### src/rtl/mem_reinit_pkg.sv
// mem_reinit_pkg
// Shared types and constants for the RAM re-initialise / verify sequencer.
//   state_t    : sequencer states
//   mode_t     : command selected with start (fill or verify)
//   pat_kind_t : pattern source (constant value or word address)
//   ERR_SAT    : saturation value of the mismatch counter
//   sat_inc()  : saturating increment used by the mismatch counter
package mem_reinit_pkg;

    typedef enum logic [2:0] {
        ST_IDLE   = 3'd0,
        ST_FILL   = 3'd1,
        ST_VERIFY = 3'd2,
        ST_DRAIN  = 3'd3,
        ST_DONE   = 3'd4
    } state_t;

    typedef enum logic {
        MODE_FILL   = 1'b0,
        MODE_VERIFY = 1'b1
    } mode_t;

    typedef enum logic {
        PAT_CONST = 1'b0,
        PAT_ADDR  = 1'b1
    } pat_kind_t;

    localparam logic [31:0] ERR_SAT = 32'hFFFF_FFFF;

    // Increment that sticks at ERR_SAT instead of wrapping to zero.
    function automatic logic [31:0] sat_inc(input logic [31:0] v);
        logic [31:0] r;
        if (v == ERR_SAT) begin
            r = v;
        end else begin
            r = v + 32'd1;
        end
        return r;
    endfunction

endpackage

### src/rtl/mem_pat_gen.sv
// mem_pat_gen
// Combinational pattern generator: returns the word expected at a given
// RAM address for the selected pattern kind.
//   addr : word address (AW bits)
//   kind : PAT_CONST -> val, PAT_ADDR -> addr truncated / zero-extended
//   val  : constant pattern value
//   pat  : resulting pattern word (WID_MEM bits)
module mem_pat_gen
    import mem_reinit_pkg::*;
#(
    parameter int WID_MEM = 1,
    parameter int AW      = 1
) (
    input  logic [AW-1:0]      addr,
    input  pat_kind_t          kind,
    input  logic [WID_MEM-1:0] val,
    output logic [WID_MEM-1:0] pat
);

    logic [WID_MEM-1:0] addr_pat_s;
    // Address bits above WID_MEM do not take part in the address pattern.
    logic               unused_addr_s;

    assign unused_addr_s = ^addr;

    // Bit i of the address pattern is address bit i, or zero past the address width.
    for (genvar i = 0; i < WID_MEM; i++) begin : g_bit
        if (i < AW) begin : g_addr
            assign addr_pat_s[i] = addr[i];
        end else begin : g_zero
            assign addr_pat_s[i] = 1'b0;
        end
    end

    // Select the pattern source.
    always_comb begin
        pat = val;
        case (kind)
            PAT_ADDR:  pat = addr_pat_s;
            PAT_CONST: pat = val;
            default:   pat = val;
        endcase
    end

endmodule

### src/rtl/mem_reinit_ctrl.sv
// mem_reinit_ctrl
// Owns the port of one block RAM. When idle the user port passes straight
// through; on start it either writes a pattern into every word (fill) or
// reads every word back and counts mismatches against the pattern (verify).
//   clk, reset                : clock, asynchronous active-high reset
//   start, mode, pat_kind,
//   pat_val                   : command strobe and its arguments (idle only)
//   busy, done                : sequence running / one-cycle completion pulse
//   err_count, first_err_addr,
//   err_valid                 : results of the last verify
//   user_*                    : user RAM port, user_gnt = user owns the RAM
//   mem_*                     : RAM port (mem_dout has one-cycle read latency)
module mem_reinit_ctrl
    import mem_reinit_pkg::*;
#(
    parameter int WID_MEM   = 1,
    parameter int DEPTH_MEM = 16384,
    parameter int AW        = $clog2(DEPTH_MEM)
) (
    input  logic               clk,
    input  logic               reset,
    input  logic               start,
    input  logic               mode,
    input  logic               pat_kind,
    input  logic [WID_MEM-1:0] pat_val,
    output logic               busy,
    output logic               done,
    output logic [31:0]        err_count,
    output logic [31:0]        first_err_addr,
    output logic               err_valid,
    input  logic [31:0]        user_raddr,
    input  logic [31:0]        user_waddr,
    input  logic [WID_MEM-1:0] user_din,
    input  logic               user_we,
    output logic [WID_MEM-1:0] user_dout,
    output logic               user_gnt,
    output logic [31:0]        mem_raddr,
    output logic [31:0]        mem_waddr,
    output logic [WID_MEM-1:0] mem_din,
    output logic               mem_we,
    input  logic [WID_MEM-1:0] mem_dout
);

    localparam logic [AW-1:0] LAST_ADDR = AW'(DEPTH_MEM - 1);

    state_t             state_q, state_d;
    mode_t              mode_q, mode_d;
    pat_kind_t          kind_q, kind_d;
    logic [WID_MEM-1:0] val_q, val_d;
    logic [AW-1:0]      addr_q, addr_d;
    logic [AW-1:0]      cmp_addr_q, cmp_addr_d;
    logic               cmp_vld_q, cmp_vld_d;
    logic [31:0]        err_count_q, err_count_d;
    logic [31:0]        first_err_addr_q, first_err_addr_d;
    logic               err_valid_q, err_valid_d;
    logic [WID_MEM-1:0] dout_hold_q, dout_hold_d;

    logic [WID_MEM-1:0] wr_pat_s;
    logic [WID_MEM-1:0] cmp_pat_s;
    logic               busy_s;
    logic               mismatch_s;

    // Pattern for the word being written this cycle.
    mem_pat_gen #(.WID_MEM(WID_MEM), .AW(AW)) u_wr_pat (
        .addr (addr_q),
        .kind (kind_q),
        .val  (val_q),
        .pat  (wr_pat_s)
    );

    // Pattern for the word whose read data arrives this cycle.
    mem_pat_gen #(.WID_MEM(WID_MEM), .AW(AW)) u_cmp_pat (
        .addr (cmp_addr_q),
        .kind (kind_q),
        .val  (val_q),
        .pat  (cmp_pat_s)
    );

    // DONE is not busy so the user regains the RAM in the same cycle done pulses.
    assign busy_s     = (state_q == ST_FILL) || (state_q == ST_VERIFY) || (state_q == ST_DRAIN);
    assign mismatch_s = cmp_vld_q && (mem_dout != cmp_pat_s);

    assign busy           = busy_s;
    assign done           = (state_q == ST_DONE);
    assign user_gnt       = !busy_s;
    assign err_count      = err_count_q;
    assign first_err_addr = first_err_addr_q;
    assign err_valid      = err_valid_q;

    // Next-state, address walk and error accumulation.
    always_comb begin
        state_d          = state_q;
        mode_d           = mode_q;
        kind_d           = kind_q;
        val_d            = val_q;
        addr_d           = addr_q;
        cmp_addr_d       = addr_q;
        cmp_vld_d        = 1'b0;
        err_count_d      = err_count_q;
        first_err_addr_d = first_err_addr_q;
        err_valid_d      = err_valid_q;

        case (state_q)
            ST_IDLE: begin
                if (start) begin
                    mode_d = mode_t'(mode);
                    kind_d = pat_kind_t'(pat_kind);
                    val_d  = pat_val;
                    addr_d = '0;
                    if (mode_t'(mode) == MODE_VERIFY) begin
                        err_count_d      = 32'd0;
                        first_err_addr_d = 32'd0;
                        err_valid_d      = 1'b0;
                        state_d          = ST_VERIFY;
                    end else begin
                        state_d = ST_FILL;
                    end
                end else begin
                    state_d = ST_IDLE;
                end
            end
            ST_FILL: begin
                addr_d = addr_q + AW'(1);
                if (addr_q == LAST_ADDR) begin
                    state_d = ST_DONE;
                end else begin
                    state_d = ST_FILL;
                end
            end
            ST_VERIFY: begin
                // Read data returns next cycle, so remember which address it belongs to.
                cmp_vld_d  = 1'b1;
                cmp_addr_d = addr_q;
                addr_d     = addr_q + AW'(1);
                if (addr_q == LAST_ADDR) begin
                    state_d = ST_DRAIN;
                end else begin
                    state_d = ST_VERIFY;
                end
            end
            ST_DRAIN: begin
                state_d = ST_DONE;
            end
            ST_DONE: begin
                state_d = ST_IDLE;
            end
            default: begin
                state_d = ST_IDLE;
            end
        endcase

        // cmp_vld_q is never set in IDLE, so this cannot collide with the clear above.
        if (mismatch_s) begin
            err_count_d = sat_inc(err_count_q);
            if (!err_valid_q) begin
                first_err_addr_d = 32'(cmp_addr_q);
                err_valid_d      = 1'b1;
            end else begin
                first_err_addr_d = first_err_addr_q;
                err_valid_d      = err_valid_q;
            end
        end else begin
            err_count_d = err_count_d;
        end
    end

    // Keep the last read data the user saw while the sequencer owns the RAM.
    always_comb begin
        dout_hold_d = mem_dout;
        if (busy_s) begin
            dout_hold_d = dout_hold_q;
        end else begin
            dout_hold_d = mem_dout;
        end
    end

    // RAM port ownership; reset blocks every write path immediately.
    always_comb begin
        mem_raddr = user_raddr;
        mem_waddr = user_waddr;
        mem_din   = user_din;
        mem_we    = user_we & ~reset;
        user_dout = mem_dout;
        if (busy_s) begin
            mem_raddr = 32'(addr_q);
            mem_waddr = 32'(addr_q);
            mem_din   = wr_pat_s;
            mem_we    = (state_q == ST_FILL) & ~reset;
            user_dout = dout_hold_q;
        end else begin
            mem_raddr = user_raddr;
            mem_waddr = user_waddr;
            mem_din   = user_din;
            mem_we    = user_we & ~reset;
            user_dout = mem_dout;
        end
    end

    // State and datapath registers.
    always_ff @(posedge clk or posedge reset) begin
        if (reset) begin
            state_q          <= ST_IDLE;
            mode_q           <= MODE_FILL;
            kind_q           <= PAT_CONST;
            val_q            <= '0;
            addr_q           <= '0;
            cmp_addr_q       <= '0;
            cmp_vld_q        <= 1'b0;
            err_count_q      <= 32'd0;
            first_err_addr_q <= 32'd0;
            err_valid_q      <= 1'b0;
            dout_hold_q      <= '0;
        end else begin
            state_q          <= state_d;
            mode_q           <= mode_d;
            kind_q           <= kind_d;
            val_q            <= val_d;
            addr_q           <= addr_d;
            cmp_addr_q       <= cmp_addr_d;
            cmp_vld_q        <= cmp_vld_d;
            err_count_q      <= err_count_d;
            first_err_addr_q <= first_err_addr_d;
            err_valid_q      <= err_valid_d;
            dout_hold_q      <= dout_hold_d;
        end
    end

endmodule
### config.mk
export PLATFORM = sky130hd
export DESIGN_NAME = mem_reinit_ctrl
export DESIGN_NICKNAME = d
export VERILOG_FILES = /design/src/rtl/mem_reinit_pkg.sv /design/src/rtl/mem_pat_gen.sv /design/src/rtl/mem_reinit_ctrl.sv
export SDC_FILE = /design/constraint.sdc
export NUM_CORES = 1
export LEC_CHECK = 0
export ABC_AREA = 1
export BUFFER_PORTS_ARGS = -buffer_cell sky130_fd_sc_hd__clkbuf_2
export CAP_MARGIN = 20
export CORE_MARGIN = 2
export CORE_UTILIZATION = 49
export CTS_CLUSTER_DIAMETER = 150
export DETAILED_ROUTE_END_ITERATION = 6
export GPL_TIMING_DRIVEN = 0
export PLACE_DENSITY = 0.78
export SYNTH_ARGS = -nofsm -noshare
export SYNTH_HDL_FRONTEND = slang
export SYNTH_SLANG_ARGS = --single-unit
### constraint.sdc
create_clock -name clk -period 3.1 [get_ports clk]
set_clock_uncertainty 0.15 [all_clocks]
set_input_delay 0.155 -clock clk [delete_from_list [all_inputs] [get_ports clk]]
set_output_delay 0.155 -clock clk [all_outputs]
set_load 0.01 [all_outputs]
==> results.txt <==
The run finished with clean final reports. After detailed routing, the average wire length per cell comes to 13.12 um. The number of gates resized after CTS was 0. For the detailed router's first-iteration violation count, the log shows 301. The post-detailed-routing wire length came out at 14100 um.

CTS clock-pin slew for the worst setup and hold paths: 0.09 ns. The busiest metal layer after global routing is met2. The die height works out to 105.8 um.

For the placer congestion estimate, the log shows 0.9840. The number of clock sinks seen by CTS came out at 82. The synthesized design contains 0 enable-type register cells.

TritonCTS built the clock tree. The tree is rooted in a sky130_fd_sc_hd__clkbuf_8. The Yosys step of the flow raised 0 warnings. The met1 capacity usage during global routing was 0.3339. Dividing the detail-routed via count by the number of cells gives 4.854. The layout overhead on the synthesized area is 28.78%.

The required arrival time at the worst endpoint is 2.79 ns, and the largest net degree at the start of global routing is 58. For the overall routing resource usage, the log shows 0.2639. The worst path in the final design needs a cycle of 2.373 ns, including I/O delays and setup.

The count of buffers added on input and output ports is 189. After technology mapping, the gate count stands at 711. The total count of max-transition violations in the final report came out at 0. After routing the design area is 0.006539 mm^2. The async set-reset flop share out of synthesis was 1.000. In the final design database the tool counted 1008 nets.

The detailed router placed 5213 vias in this run. The startpoint of the most critical setup path is state_q[0]. The number of cells traversed by the worst register-to-register path was 10. The logs give 0.006287 mm^2 for the total cell area at the placement stage and 0.01018 mm^2 for the area of the core. The maximum frequency from static timing analysis came out at 421.5 MHz. The worst hold path class was input port to flop. The logs give 1074 for the final cell count without fillers and 1054 for the number of placed instances with taps included.

The setup check on the worst reg-to-reg path leaves a slack of 1.11 ns. Summed over all cells, the static leakage comes to 3.616 nW. The tools report the count of H-tree levels built during CTS as 3. For the number of antenna violations at the first check in global routing, the log shows 0.

Data arrival time of the critical path: 2.07 ns. The total iterations of the first detailed-routing run came out at 4. The startpoint identified for the worst hold timing path is start. Buffers inserted during clock tree synthesis total 9. Setup repair after global routing left no endpoint under its margin. The kind of start point of the critical path is a flop.

The effective utilization at floorplan came out at 0.4985. The most used flip-flop cell after synthesis is sky130_fd_sc_hd__dfrtp_1. The power density normalized to cell area was 635.4 mW/mm^2. In this run, distinct cell masters in the synthesized netlist total 41. The run gives 0 as the number of setup violations in the final report.

The top fanout value on the critical path is 10, and the number of standard-cell rows in the floorplan is 37. For the final-report hold violation count, the log shows 0. The critical path is of the flop to output pin type. The number of global-route vias before repair is 4950. Fraction of met3 tracks used by global routing: 0.05318.

The fraction of final layout cells with drive strength greater than 1 works out to 0.3124. After synthesis the netlist holds a flip-flop and latch count of 82. Detailed placement finished with a half-perimeter wire length of 11010 um. For the number of top-level pins, the log shows 208. The global-route track usage on met2 was 0.4382; the global-route wire length before repair was 23590 um. The sequential-to-total area share from yosys stat was 0.4041; the post-synthesis average cell area was 7.141 um^2.

The logs give 0.005077 mm^2 for the netlist area before placement and 0 for the number of nets with antenna violations after detailed routing. The aggregate global routing overflow was 0; the number of diodes was 0. Across the VDD grid, the largest voltage drop is 456.2 uV. Reg-to-reg startpoint: err_count[0]. In this run the worst setup path terminates at mem_waddr[10]. The worst-case headroom to the max-slew limit came out at 0.6591. For the worst-skew pair, the clock arrives at the later sink with an insertion delay of 0.37 ns. The floorplan step defined a die boundary enclosing 0.01119 mm^2.

The part of the cycle the worst path needs was 0.7654; the worst-case clock buffer depth was 2. The reg-to-reg critical path endpoint is err_count[19]. Across the run, the number of max-cap violations was 0. After detailed routing, the number of remaining DRC violations is 0.

The actual transition at the worst max-transition pin was 0.5097 ns. The die is 105.8 um wide. The kind of capture point of the worst setup path is an output pin.
[cells in the mapped netlist (all sizes together), types with 2 or more instances]
master	n	area (um^2)
a21oi	9	45.04
and2	2	12.51
buf	24	205.2
clkbuf	10	37.54
dfrtp	82	2052
ha	2	25.02
inv	92	347.8
nand2	248	1005
nand3	56	310.3
nand4	5	31.28
nor2	102	422.9
nor3	9	56.31
o21ai	43	305.3
o21bai	2	15.01
o221ai	2	17.52
or2	4	25.02
xnor2	9	78.83
xor2	3	26.28
[sequential cells by signal, summed over array words and instances, names as in the netlist]
register,count
addr_q,14
cmp_addr_q,14
cmp_vld_q,1
dout_hold_q,1
err_count,32
err_valid,1
first_err_addr,14
kind_q,1
state_q,3
val_q,1
[cell type report]
type	instances	area (um^2)
clock buffer	11	151.4
sequential	82	2052
fill	965	3646
multi-input combinational	520	2499
clock inverter	5	60.06
inverter	92	350.3
buffer	34	242.7
timing repair buffer	194	1013
tap	136	170.2
[worst max-delay path: stages, from the launching register on]
cell                       delay (ns)
sky130_fd_sc_hd__dfrtp_1         0.39
sky130_fd_sc_hd__inv_2           0.06
sky130_fd_sc_hd__nand2_4         0.08
sky130_fd_sc_hd__inv_1           0.05
sky130_fd_sc_hd__nor2_2          0.33
sky130_fd_sc_hd__clkbuf_1        0.36
sky130_fd_sc_hd__nand2_1         0.18
sky130_fd_sc_hd__nand2_1         0.11
sky130_fd_sc_hd__clkbuf_2        0.13
[cell usage in the layout, fill, tap and decap left out, types with 3 or more instances in the layout]
cell / count
sky130_fd_sc_hd__nand2_1: 232
sky130_fd_sc_hd__clkbuf_2: 189
sky130_fd_sc_hd__nor2_1: 94
sky130_fd_sc_hd__inv_1: 86
sky130_fd_sc_hd__dfrtp_1: 82
sky130_fd_sc_hd__nand3_1: 53
sky130_fd_sc_hd__o21ai_2: 24
sky130_fd_sc_hd__buf_4: 19
sky130_fd_sc_hd__conb_1: 18
sky130_fd_sc_hd__o21ai_0: 17
sky130_fd_sc_hd__nand2_2: 11
sky130_fd_sc_hd__clkbuf_8: 11
sky130_fd_sc_hd__clkbuf_1: 10
sky130_fd_sc_hd__a21oi_1: 9
sky130_fd_sc_hd__xnor2_1: 9
sky130_fd_sc_hd__nor3_1: 8
sky130_fd_sc_hd__nand4_1: 5
sky130_fd_sc_hd__inv_2: 4
sky130_fd_sc_hd__nand2_4: 4
sky130_fd_sc_hd__nor2_2: 4
sky130_fd_sc_hd__nor2_4: 4
sky130_fd_sc_hd__or2_2: 4
sky130_fd_sc_hd__dlygate4sd3_1: 4
sky130_fd_sc_hd__xor2_1: 3
[cells by family (layout without fill, tap and decap cells)]
| group | after synthesis | count (layout) | share of synthesized area |
|---|---|---|---|
| buffers and inverters | 126 | 336 | 0.1163 |
| adders and majority gates | 2 | 2 | 0.004928 |
| and+or+nand+nor | 428 | 428 | 0.3699 |
| other | 1 | 18 | 0.0007386 |
| AOI/OAI and AO/OA | 60 | 60 | 0.08329 |
| DFF | 82 | 82 | 0.4041 |
| xor gates and xnor gates | 12 | 12 | 0.02070 |
[power by group]
part,switching [mW],leakage [nW],internal (mW),total [mW]
clock network,0.411,0.106,0.419,0.830
logic,1.32,2.38,0.694,2.01
registers,0.113,1.13,1.20,1.31
total,1.84,3.62,2.31,4.15
[metal layers]
layer	up-vias	wire, um
met1	2347	5865
met2	226	6781
met4	0	452
li1	2604	-
met3	36	997
met5	-	0
[how the worst min path moves through the flow]
stage                   to  slack (ns)  depth (start not counted)
2_1_floorplan        val_q        0.12                          2
3_3_place_gp         val_q        0.21                          3
3_5_place_dp    state_q[0]        0.02                          2
4_1_cts              val_q        0.01                          5
5_1_grt        dout_hold_q        0.06                          3
6_report             val_q        0.02                          5
[metrics by stage]
step	hold slack [ns]	setup TNS, ns	util	worst slack (ns)	total power, mW
after global placement	0.2135	-25.79	0.6144	-0.3186	3.330
after global routing	0.06406	0	0.6420	0.5160	4.455
after floorplan	0.1216	0	-	0.6866	2.588
final	0.01878	0	0.6420	0.7273	4.154
after detailed placement	0.02070	0	0.6173	1.094	3.349
after CTS	0.01406	0	0.6420	0.6811	4.181
[repair_timing]
| item | in CTS | in global routing |
|---|---|---|
| hold buffers | 4 | 0 |
| buffers inserted | 0 | 0 |
| endpoints found under the hold margin | 73 | 0 |
(Power assumes the default switching activity.)
